## src/rtl/ace_read_arbiter.sv

```systemverilog
// rtl/ace_read_arbiter.sv - round-robin ACE read arbiter with ID-prefix R routing
// Define ACE_RD_ARB_BARRIER_EN to hold barrier reads until their requester has drained.
module ace_read_arbiter #(
  parameter  int NoMst      = 2,
  parameter  int IdWidth    = 4,
  parameter  int ArPldWidth = 64,
  parameter  int RPldWidth  = 72,
  parameter  int MaxTxn     = 8,
  localparam int IdxW       = $clog2(NoMst),
  localparam int CntW       = $clog2(MaxTxn + 1)
) (
  input  logic                       clk_i,
  input  logic                       rst_ni,
  input  logic [NoMst-1:0]           mst_ar_valid_i,
  output logic [NoMst-1:0]           mst_ar_ready_o,
  input  logic [NoMst*IdWidth-1:0]   mst_ar_id_i,
  input  logic [NoMst*2-1:0]         mst_ar_bar_i,
  input  logic [NoMst*ArPldWidth-1:0] mst_ar_pld_i,
  output logic                       slv_ar_valid_o,
  input  logic                       slv_ar_ready_i,
  output logic [IdWidth+IdxW-1:0]    slv_ar_id_o,
  output logic [1:0]                 slv_ar_bar_o,
  output logic [ArPldWidth-1:0]      slv_ar_pld_o,
  input  logic                       slv_r_valid_i,
  output logic                       slv_r_ready_o,
  input  logic [IdWidth+IdxW-1:0]    slv_r_id_i,
  input  logic                       slv_r_last_i,
  input  logic [RPldWidth-1:0]       slv_r_pld_i,
  output logic [NoMst-1:0]           mst_r_valid_o,
  input  logic [NoMst-1:0]           mst_r_ready_i,
  output logic [IdWidth-1:0]         mst_r_id_o,
  output logic                       mst_r_last_o,
  output logic [RPldWidth-1:0]       mst_r_pld_o
);

  logic [CntW-1:0]       cnt [NoMst];
  logic [IdxW-1:0]       rr_ptr, win_idx, next_ptr, r_idx;
  logic [NoMst-1:0]      elig, grant, inc_vec, dec_req, dec_vec;
  logic                  found, accept_ok, ar_fire, r_hit, r_done;
  logic [IdWidth-1:0]    sel_id;
  logic [1:0]            sel_bar;
  logic [ArPldWidth-1:0] sel_pld;

  always_comb begin
    elig = '0;
    for (int i = 0; i < NoMst; i++) begin
      elig[i] = mst_ar_valid_i[i] && (cnt[i] < CntW'(MaxTxn));
`ifdef ACE_RD_ARB_BARRIER_EN
      if (mst_ar_bar_i[2*i] && (cnt[i] != '0)) elig[i] = 1'b0;
`endif
    end
  end

  // Scan from rr_ptr upward with wrap; first eligible requester wins.
  always_comb begin
    int k;
    k       = 0;
    grant   = '0;
    win_idx = '0;
    found   = 1'b0;
    for (int j = 0; j < NoMst; j++) begin
      k = (int'(rr_ptr) + j) % NoMst;
      if (!found && elig[IdxW'(k)]) begin
        found               = 1'b1;
        grant[IdxW'(k)]     = 1'b1;
        win_idx             = IdxW'(k);
      end
    end
  end

  assign accept_ok      = !slv_ar_valid_o || slv_ar_ready_i;
  assign mst_ar_ready_o = (rst_ni && accept_ok) ? grant : '0;
  assign ar_fire        = |mst_ar_ready_o;
  assign next_ptr       = (win_idx == IdxW'(NoMst - 1)) ? '0 : win_idx + IdxW'(1);

  always_comb begin
    sel_id  = '0;
    sel_bar = '0;
    sel_pld = '0;
    for (int i = 0; i < NoMst; i++) begin
      if (grant[i]) begin
        sel_id  = mst_ar_id_i[i*IdWidth +: IdWidth];
        sel_bar = mst_ar_bar_i[i*2 +: 2];
        sel_pld = mst_ar_pld_i[i*ArPldWidth +: ArPldWidth];
      end
    end
  end

  always_ff @(posedge clk_i) begin
    if (!rst_ni) begin
      slv_ar_valid_o <= 1'b0;
      slv_ar_id_o    <= '0;
      slv_ar_bar_o   <= '0;
      slv_ar_pld_o   <= '0;
      rr_ptr         <= '0;
    end else if (ar_fire) begin
      slv_ar_valid_o <= 1'b1;
      slv_ar_id_o    <= {win_idx, sel_id};
      slv_ar_bar_o   <= sel_bar;
      slv_ar_pld_o   <= sel_pld;
      rr_ptr         <= next_ptr;
    end else if (slv_ar_ready_i) begin
      slv_ar_valid_o <= 1'b0;
    end
  end

  // Index prefix beyond NoMst has no owner: sink the beat so the slave never stalls.
  assign r_idx = slv_r_id_i[IdWidth +: IdxW];

  always_comb begin
    mst_r_valid_o = '0;
    slv_r_ready_o = 1'b1;
    r_hit         = 1'b0;
    for (int i = 0; i < NoMst; i++) begin
      if (r_idx == IdxW'(i)) begin
        mst_r_valid_o[i] = slv_r_valid_i;
        slv_r_ready_o    = mst_r_ready_i[i];
        r_hit            = 1'b1;
      end
    end
  end

  assign mst_r_id_o   = slv_r_id_i[IdWidth-1:0];
  assign mst_r_last_o = slv_r_last_i;
  assign mst_r_pld_o  = slv_r_pld_i;
  assign r_done       = slv_r_valid_i && slv_r_ready_o && slv_r_last_i && r_hit;

  always_comb begin
    inc_vec = '0;
    dec_req = '0;
    dec_vec = '0;
    for (int i = 0; i < NoMst; i++) begin
      inc_vec[i] = ar_fire && grant[i];
      dec_req[i] = r_done && (r_idx == IdxW'(i));
      dec_vec[i] = dec_req[i] && (cnt[i] != '0);
    end
  end

  always_ff @(posedge clk_i) begin
    if (!rst_ni) begin
      for (int i = 0; i < NoMst; i++) cnt[i] <= '0;
    end else begin
      for (int i = 0; i < NoMst; i++) begin
        if (inc_vec[i] && !dec_vec[i])      cnt[i] <= cnt[i] + CntW'(1);
        else if (dec_vec[i] && !inc_vec[i]) cnt[i] <= cnt[i] - CntW'(1);
      end
    end
  end

`ifndef SYNTHESIS
  // A last beat for a requester with nothing outstanding is a protocol error.
  assert property (@(posedge clk_i) disable iff (!rst_ni) (dec_req & ~dec_vec) == '0);
`endif

endmodule
```

## config.mk

```make
export PLATFORM = sky130hd
export DESIGN_NAME = ace_read_arbiter
export DESIGN_NICKNAME = d
export VERILOG_FILES = /design/src/rtl/ace_read_arbiter.sv
export SDC_FILE = /design/constraint.sdc
export NUM_CORES = 1
export LEC_CHECK = 0
export ABC_AREA = 1
export BUFFER_PORTS_ARGS = -buffer_cell sky130_fd_sc_hd__clkbuf_2
export CORE_AREA = 2 2 148 150
export CTS_CLUSTER_SIZE = 16
export DETAILED_ROUTE_END_ITERATION = 8
export DIE_AREA = 0 0 150 152
export HOLD_SLACK_MARGIN = 0.06
export SETUP_SLACK_MARGIN = 0.05
export SLEW_MARGIN = 30
export SYNTH_ARGS = -nofsm -noshare
export SYNTH_HDL_FRONTEND = slang
export SYNTH_SLANG_ARGS = --single-unit
```

## constraint.sdc

```tcl
create_clock -name clk_i -period 5.37 [get_ports clk_i]
set_clock_uncertainty 0.2 [all_clocks]
set_input_delay 0.2685 -clock clk_i [delete_from_list [all_inputs] [get_ports clk_i]]
set_output_delay 0.2685 -clock clk_i [all_outputs]
set_load 0.1 [all_outputs]
```

==> results of run 1 <==
how the worst min path moves through the flow:
stage / cells past startpoint / slack, ps / from / endpoint
5_1_grt: 2 / 260 / slv_ar_id_o[4] / slv_ar_id_o[4]
6_report: 6 / 200 / mst_ar_valid_i[0] / slv_ar_id_o[4]
2_1_floorplan: 2 / 180 / mst_ar_bar_i[0] / slv_ar_bar_o[0]
3_5_place_dp: 2 / 220 / slv_ar_id_o[4] / slv_ar_id_o[4]
3_3_place_gp: 2 / 210 / slv_ar_id_o[4] / slv_ar_id_o[4]
4_1_cts: 6 / 180 / mst_ar_valid_i[0] / slv_ar_id_o[4]
critical path, stage by stage:
cell           delay, ps
dlygate4sd3_1        550
clkbuf_2             190
nand2_1               80
inv_2                 70
nand3_4               80
inv_2                490
buf_4                480
clkbuf_2             530
routing by layer:
metal | up-vias | GRT usage (%) | part of all wire, %
met2 | 119 | 13.83 | 49
met3 | 50 | 3.153 | 7.6
met1 | 1257 | 7.654 | 39
li1 | 1528 | - | -
met4 | 0 | 5.526 | 4.9
met5 | - | 0 | 0
timing repair:
action / CTS / global route
hold endpoints to repair: 72 / 0
hold buffers: 75 / 0
resized for setup: 0 / 0
cell families (layout without fill, tap and decap cells):
family	after synthesis	after routing
simple gates	244	244
flops	77	77
other cells	1	1
xor+xnor	1	1
compound gates	4	4
fa+ha+maj	3	3
buf+inv	106	260
registers in the layout, summed over array words and instances (netlist names):
| signal | count |
|---|---|
| slv_ar_pld_o | 64 |
| slv_ar_id_o | 5 |
| cnt | 4 |
| slv_ar_bar_o | 2 |
| rr_ptr | 1 |
| slv_ar_valid_o | 1 |
power groups by stage:
stage | registers (µW) | clock network [µW] | logic, µW
final | 645 | 702 | 513
after floorplan | 954 | 0 | 362
after CTS | 645 | 744 | 517
after global routing | 651 | 764 | 541
after detailed placement | 658 | 0 | 473
after global placement | 656 | 0 | 471
layout make-up:
type / count / area (µm²)
tap: 280 / 350.3
clock inverter: 7 / 113.9
inverter: 13 / 51.30
timing repair buffer: 231 / 1534
clock buffer: 9 / 225.2
sequential: 77 / 1582
fill: 2326 / 16470
multi-input combinational: 253 / 1023
cell usage after synthesis:
library cell and count:
nor2_1 8, inv_2 2, inv_1 10, nand3_1 5, buf_6 7, buf_4 86
fa_1 1, a21oi_1 4, nand3_4 1, edfxtp_1 4, inv_4 1, nand4_1 2
conb_1 1, nand2_1 226, ha_1 2, dfxtp_1 73, nand2_2 2, xor2_1 1
stage by stage:
stage          cell area [µm²]  hold slack [ps]
6_report                  4880            197.6
5_1_grt                   4880            255.3
4_1_cts                   4880            181.4
3_5_place_dp              3790            219.9
3_3_place_gp              3790            214.3
2_1_floorplan             3381            178.7
==> metrics, run 1 <==
status finished, final reports clean; top post-synthesis cells by area dfxtp_1 43%, nand2_1 25%, buf_4 19%; CTS tree built; #FFs+latches synth 77; Rel. slew slack 50.73%; nets@finish 814; Synth area leader dfxtp_1; Worst-path clk slew 60 ps; worst path arrival time 2750 ps; Setup WS post-layout 2149 ps; Tot Pwr 1860 µW; crit path launch type primary input; post-synthesis simple-gate area fraction 27.98%; peak supply drop 0.0001227 V; Critical Path Start rst_ni; H-tree Lvls 3; Initial Utilization 15.83%; # rows 54; diodes inserted 0; Worst EP required 4900 ps; Starting DRT DRC Count 92; Gate Count Post-Synth 436; Area growth syn-to-layout 44.34%; via count 2,954; Worst Hold Class in2reg; Switching Fraction 36.57%; syn_area_per_cell 7.754 µm²; fin crit share 59.97%; setup bufs post-CTS 0; global-route usage over all layers 7.975%; Cells after DPL 779; Die Ht 152 µm; pre-CTS setup slack 2538 ps; Reg power frac 34.7%; syn nets 665; Synth warnings 0; CTS buffer count 9; CTS root buf clkbuf_16; Synth top area share 43.23%; most frequent cells in the layout 226 x nand2_1, 155 x clkbuf_2, 75 x dlygate4sd3_1; Hold Vio Cnt, Final 0; port bufs 155; first-pass GRT wire length 14.10 mm; measured slew at the worst slew-check pin 739.1 ps; Setup violations, final 0; Seq/Total Area, Yosys 46.78%; mapped cell area 3381 µm²; origin of the critical flop-to-flop path cnt[0][3]; commonest non-fill, non-tap cell in the layout nand2_1; Clk pwr share 37.7%; GRT overflow 0; final wirelength 8.740 mm; worst r2r path cells 8; Pleak 0.002554 µW; main combinational cell family by area after synthesis simple AND/OR/NAND/NOR gates; Max Freq 310.5 MHz; setup TNS 0 ps; Die Area 22,800 µm²; post-synth cell types 18; Antenna Violating Nets Remaining 0; PwrDens 381.2 nW/µm²; Final Max Slew Viols 0; Core ar. 21,350 µm²; mux share of post-synthesis cell area 0%; Finished Layout Cells 870; DRC viols 0; Tmin final 3221 ps; RSZ-0062 raised after global routing false; post-synthesis compound-gate area fraction 0.5922%; vias in the first global route 3,004; Clock Tree Buf Depth 2; die width 150 µm; max_cap viols 0; CP Capture Type primary output; P_int 1180 µW; number of vias per cell 3.395; largest net degree at the start of global routing 72; CTS sink cnt 77; I/O Pins 380; RePlAce Congestion 0.6997; Setup CP Type in2out; Worst R2R End cnt[0][2]; Adder-Cell Fraction of Synth Area 1.332%; Util after Layout 22.86%; Final HPWL DP 5.775 mm; DR WL/cell 10.05 µm; crit-path max FO 37; initial antenna violation count 0; Clock Latency Late Sink 340 ps; layout cell share with drive strength beyond 1 30.00%; DR pass1 iterations 4; R2R setup slack 2830 ps; Logic pwr share 27.6%; Worst setup endpoint mst_ar_ready_o[0]; post-synthesis xor/xnor area fraction 0.2591%; P_sw 680.3 µW
No activity file was read; power rests on OpenSTA's default activity.
==> run 2, diff against run 1 <==
--- a/config.mk
+++ b/config.mk
@@ -5,12 +5,12 @@
 export SDC_FILE = /design/constraint.sdc
 export NUM_CORES = 1
 export LEC_CHECK = 0
-export ABC_AREA = 1
+export ABC_AREA = 0
 export BUFFER_PORTS_ARGS = -buffer_cell sky130_fd_sc_hd__clkbuf_2
-export CORE_AREA = 2 2 148 150
+export CORE_AREA = 2 2 147 149
 export CTS_CLUSTER_SIZE = 16
 export DETAILED_ROUTE_END_ITERATION = 8
-export DIE_AREA = 0 0 150 152
+export DIE_AREA = 0 0 149 151
 export HOLD_SLACK_MARGIN = 0.06
 export SETUP_SLACK_MARGIN = 0.05
 export SLEW_MARGIN = 30
==> constraint.sdc (replaced) <==
create_clock -name clk_i -period 3 [get_ports clk_i]
set_clock_uncertainty 0.2 [all_clocks]
set_input_delay 0.15 -clock clk_i [delete_from_list [all_inputs] [get_ports clk_i]]
set_output_delay 0.15 -clock clk_i [all_outputs]
set_load 0.1 [all_outputs]
==> run 2 against run 1 <==
Utilization is 1.1 points higher. Worst setup slack worse by 1900 ps. Critical endpoint unchanged. Critical path type is now reg2out. Flip-flop and latch count stayed put. Critical path depth is 3 lower. Power is 74% higher. Clock power is 58% higher. Global-route usage is 0.33 points higher. Register-to-register slack worse by 2500 ps. Combinational power is 88% higher. Sequential power is 80% higher. Final area is 2.0% higher.
==> metrics, run 2 <==
worst path arrival time 2380 ps (-370 ps); Top reg by flops slv_ar_pld_o; Area growth syn-to-layout 39.66%; Antenna Violating Nets Remaining 0 (unchanged); Seq/Total Area, Yosys 44.37% (-2.4 points); top-count cell post-synth nand2_1; port bufs 155 (unchanged); Logic pwr share 29.8% (+2.2 points); Synth area leader dfxtp_1; vias in the first global route 3,038 (+1.1%); mapped cell area 3565 µm² (+5.4%); top post-synthesis cells by area dfxtp_1 41%, buf_4 17%, nand2_1 16%; FFs w/ async S/R, synth 0% (unchanged); Starting DRT DRC Count 86 (-6.5%); post-synthesis xor/xnor area fraction 0.4914% (+0.23 points); Cells after DPL 759 (-2.6%); final wirelength 9.587 mm (+9.7%); DRC viols 0 (unchanged); PwrDens 649.8 nW/µm² (+70%); Tot Pwr 3235 µW (+74%); Largest register FFs 64 (unchanged); P_sw 1250 µW (+84%); Switching Fraction 38.63% (+2.1 points); crit path launch type flip-flop; crit path cell chain nand2b_1, or4b_4, clkbuf_8, clkinv_2, buf_12; # rows 53 (-1.9%); main combinational cell family by area after synthesis simple AND/OR/NAND/NOR gates; peak supply drop 0.0002358 V (+92%); hold_ws 100.0 ps (-97.57 ps); Synth top area share 41.00% (-2.2 points); syn nets 657 (-1.2%); GRT overflow 0 (unchanged); Initial Utilization 17.12% (+1.3 points); Gate Count Post-Synth 428 (-1.8%); Die Ht 151 µm (-0.66%); Pleak 0.002505 µW (-1.9%); number of vias per cell 3.689 (+8.7%); P_int 1985 µW (+68%); most frequent cells in the layout 153 x clkbuf_2, 148 x nand2_1, 72 x dfxtp_1; Max Freq 366.4 MHz; Synth warnings 0 (unchanged); area of the multi-input gates 1189 µm² (+16%); global-route usage over all layers 8.307% (+0.33 points); Setup CP Type reg2out; Layout fillers 2,250 (-3.3%); crit-path max FO 76 (+110%); Sequential Area 1583 µm² (about the same); post-synthesis simple-gate area fraction 30.22% (+2.2 points); pre-CTS setup slack 30.87 ps (-2507 ps); Clock Tree Buf Depth 2 (unchanged); Post-synth EDFFs 4 (unchanged); mux share of post-synthesis cell area 0.5967% (+0.60 points); Tmin final 2729 ps; CTS sink cnt 77 (unchanged); initial antenna violation count 0 (unchanged); post-synthesis compound-gate area fraction 0.5616% (-0.031 points); Clk pwr share 34.2% (-3.5 points); RSZ-0062 raised after global routing false; first-pass GRT wire length 14.37 mm (+1.9%); layout cell share with drive strength beyond 1 33.98% (+4.0 points); Top FF cell, synth dfxtp_1; Adder-Cell Fraction of Synth Area 1.264% (-0.069 points); largest net degree at the start of global routing 77 (+6.9%); Reg power frac 36.0% (+1.3 points); Hold Vio Cnt, Final 0 (unchanged); Rel. slew slack 37.30% (-13 points); Worst EP required 2650 ps (-2250 ps); top post-synthesis cells by count 148 x nand2_1, 79 x buf_4, 73 x dfxtp_1; Final HPWL DP 5.765 mm (-0.17%); Final Max Slew Viols 0 (unchanged); Core ar. 20,820 µm² (-2.5%); CP Capture Type primary output; DR WL/cell 11.33 µm (+13%); Finished Layout Cells 846 (-2.8%); RePlAce Congestion 0.6684 (-4.5%); status finished, final reports clean; nets@finish 795 (-2.3%); max_cap viols 0 (unchanged); #FFs+latches synth 77 (unchanged); setup TNS 0 ps (unchanged); Worst Hold Class in2out; Setup violations, final 0 (unchanged); via count 3,121 (+5.7%); Worst-path clk slew 60 ps (about the same); Largest regs slv_ar_pld_o x64, slv_ar_id_o x5, cnt x4; fin crit share 90.98%; Setup WS post-layout 270.6 ps (-1879 ps); CTS buffer count 9 (unchanged); measured slew at the worst slew-check pin 940.5 ps (+201.4 ps); I/O Pins 380 (unchanged); CTS tree built; Clock Latency Late Sink 340 ps (about the same); slowest cell on the critical path or4b_4; syn_area_per_cell 8.329 µm² (+7.4%); Die Area 22,500 µm² (-1.3%); die width 149 µm (-0.67%); commonest non-fill, non-tap cell in the layout clkbuf_2; DR pass1 iterations 4 (unchanged); diodes inserted 0 (unchanged); H-tree Lvls 3 (unchanged); post-synth cell types 30 (+12); CP max stage delay 490 ps (-60 ps); CTS root buf clkbuf_16
## run 2: worst paths after layout
path / from / to / slack (ps) / cells after the start
setup / recovery: cnt[0][3] / mst_ar_ready_o[0] / 270 / 5
hold / removal: slv_r_pld_i[42] / mst_r_pld_o[42] / 100 / 0
setup reg to reg: cnt[0][3] / cnt[0][3] / 290 / 9
hold reg to reg: slv_ar_pld_o[21] / slv_ar_pld_o[21] / 250 / 2
## run 2: cell families (layout without fill, tap and decap cells)
family                   count (synthesis)  count (layout)
XOR/XNOR                                 2               2
adder cells (fa/ha/maj)                  3               3
multiplexers                             2               2
AND/OR/NAND/NOR                        233             233
flip-flops                              77              77
AO/OA/AOI/OAI                            3               3
buffers and inverters                  107             250
other                                    1               1
## run 2: power groups by stage
stage | Combinational (µW) | Sequential, µW | Clock (µW)
after global placement | 889 | 1180 | 0
final | 965 | 1160 | 1110
after CTS | 968 | 1160 | 1170
after floorplan | 672 | 1730 | 0
after detailed placement | 894 | 1180 | 0
after global routing | 1010 | 1170 | 1200
## run 2: metrics by stage
step / instance area [µm²] / util, %
floorplan: 3566 / -
global route: 4979 / 23.91
CTS: 4976 / 23.90
detailed placement: 3968 / 19.05
finish: 4979 / 23.91
global placement: 3968 / 19.05
## run 2: worst max-delay path, delay by kind of cell (launching register included)
| kind | cells | cell delay (ps) |
|---|---|---|
| DFF | 1 | 450 |
| and+or+nand+nor | 2 | 680 |
| buffers and inverters | 3 | 900 |
## run 2: cell type report
class,count,area share [%]
well taps,275,6.911
clock inverters,4,0.9550
repair buffers,230,31.19
inverters,4,0.3267
flip-flops and latches,77,31.79
clock buffers,12,4.951
multi-input cells,244,23.88
## run 2: metal layers
metal	up-vias	part of all wire (%)	global-route usage, %	wire, µm
li1	1556	-	-	-
met1	1411	40	8.350	3840
met2	114	49	14.33	4729
met3	40	6.5	2.831	620
met4	0	4.1	6.143	396
met5	-	0	0	0
## run 2: timing repair
action	in CTS	in global routing
resized for setup	1	1
setup endpoints to repair	5	5
buffers inserted	0	0
hold endpoints to repair	71	0
hold buffers	71	0
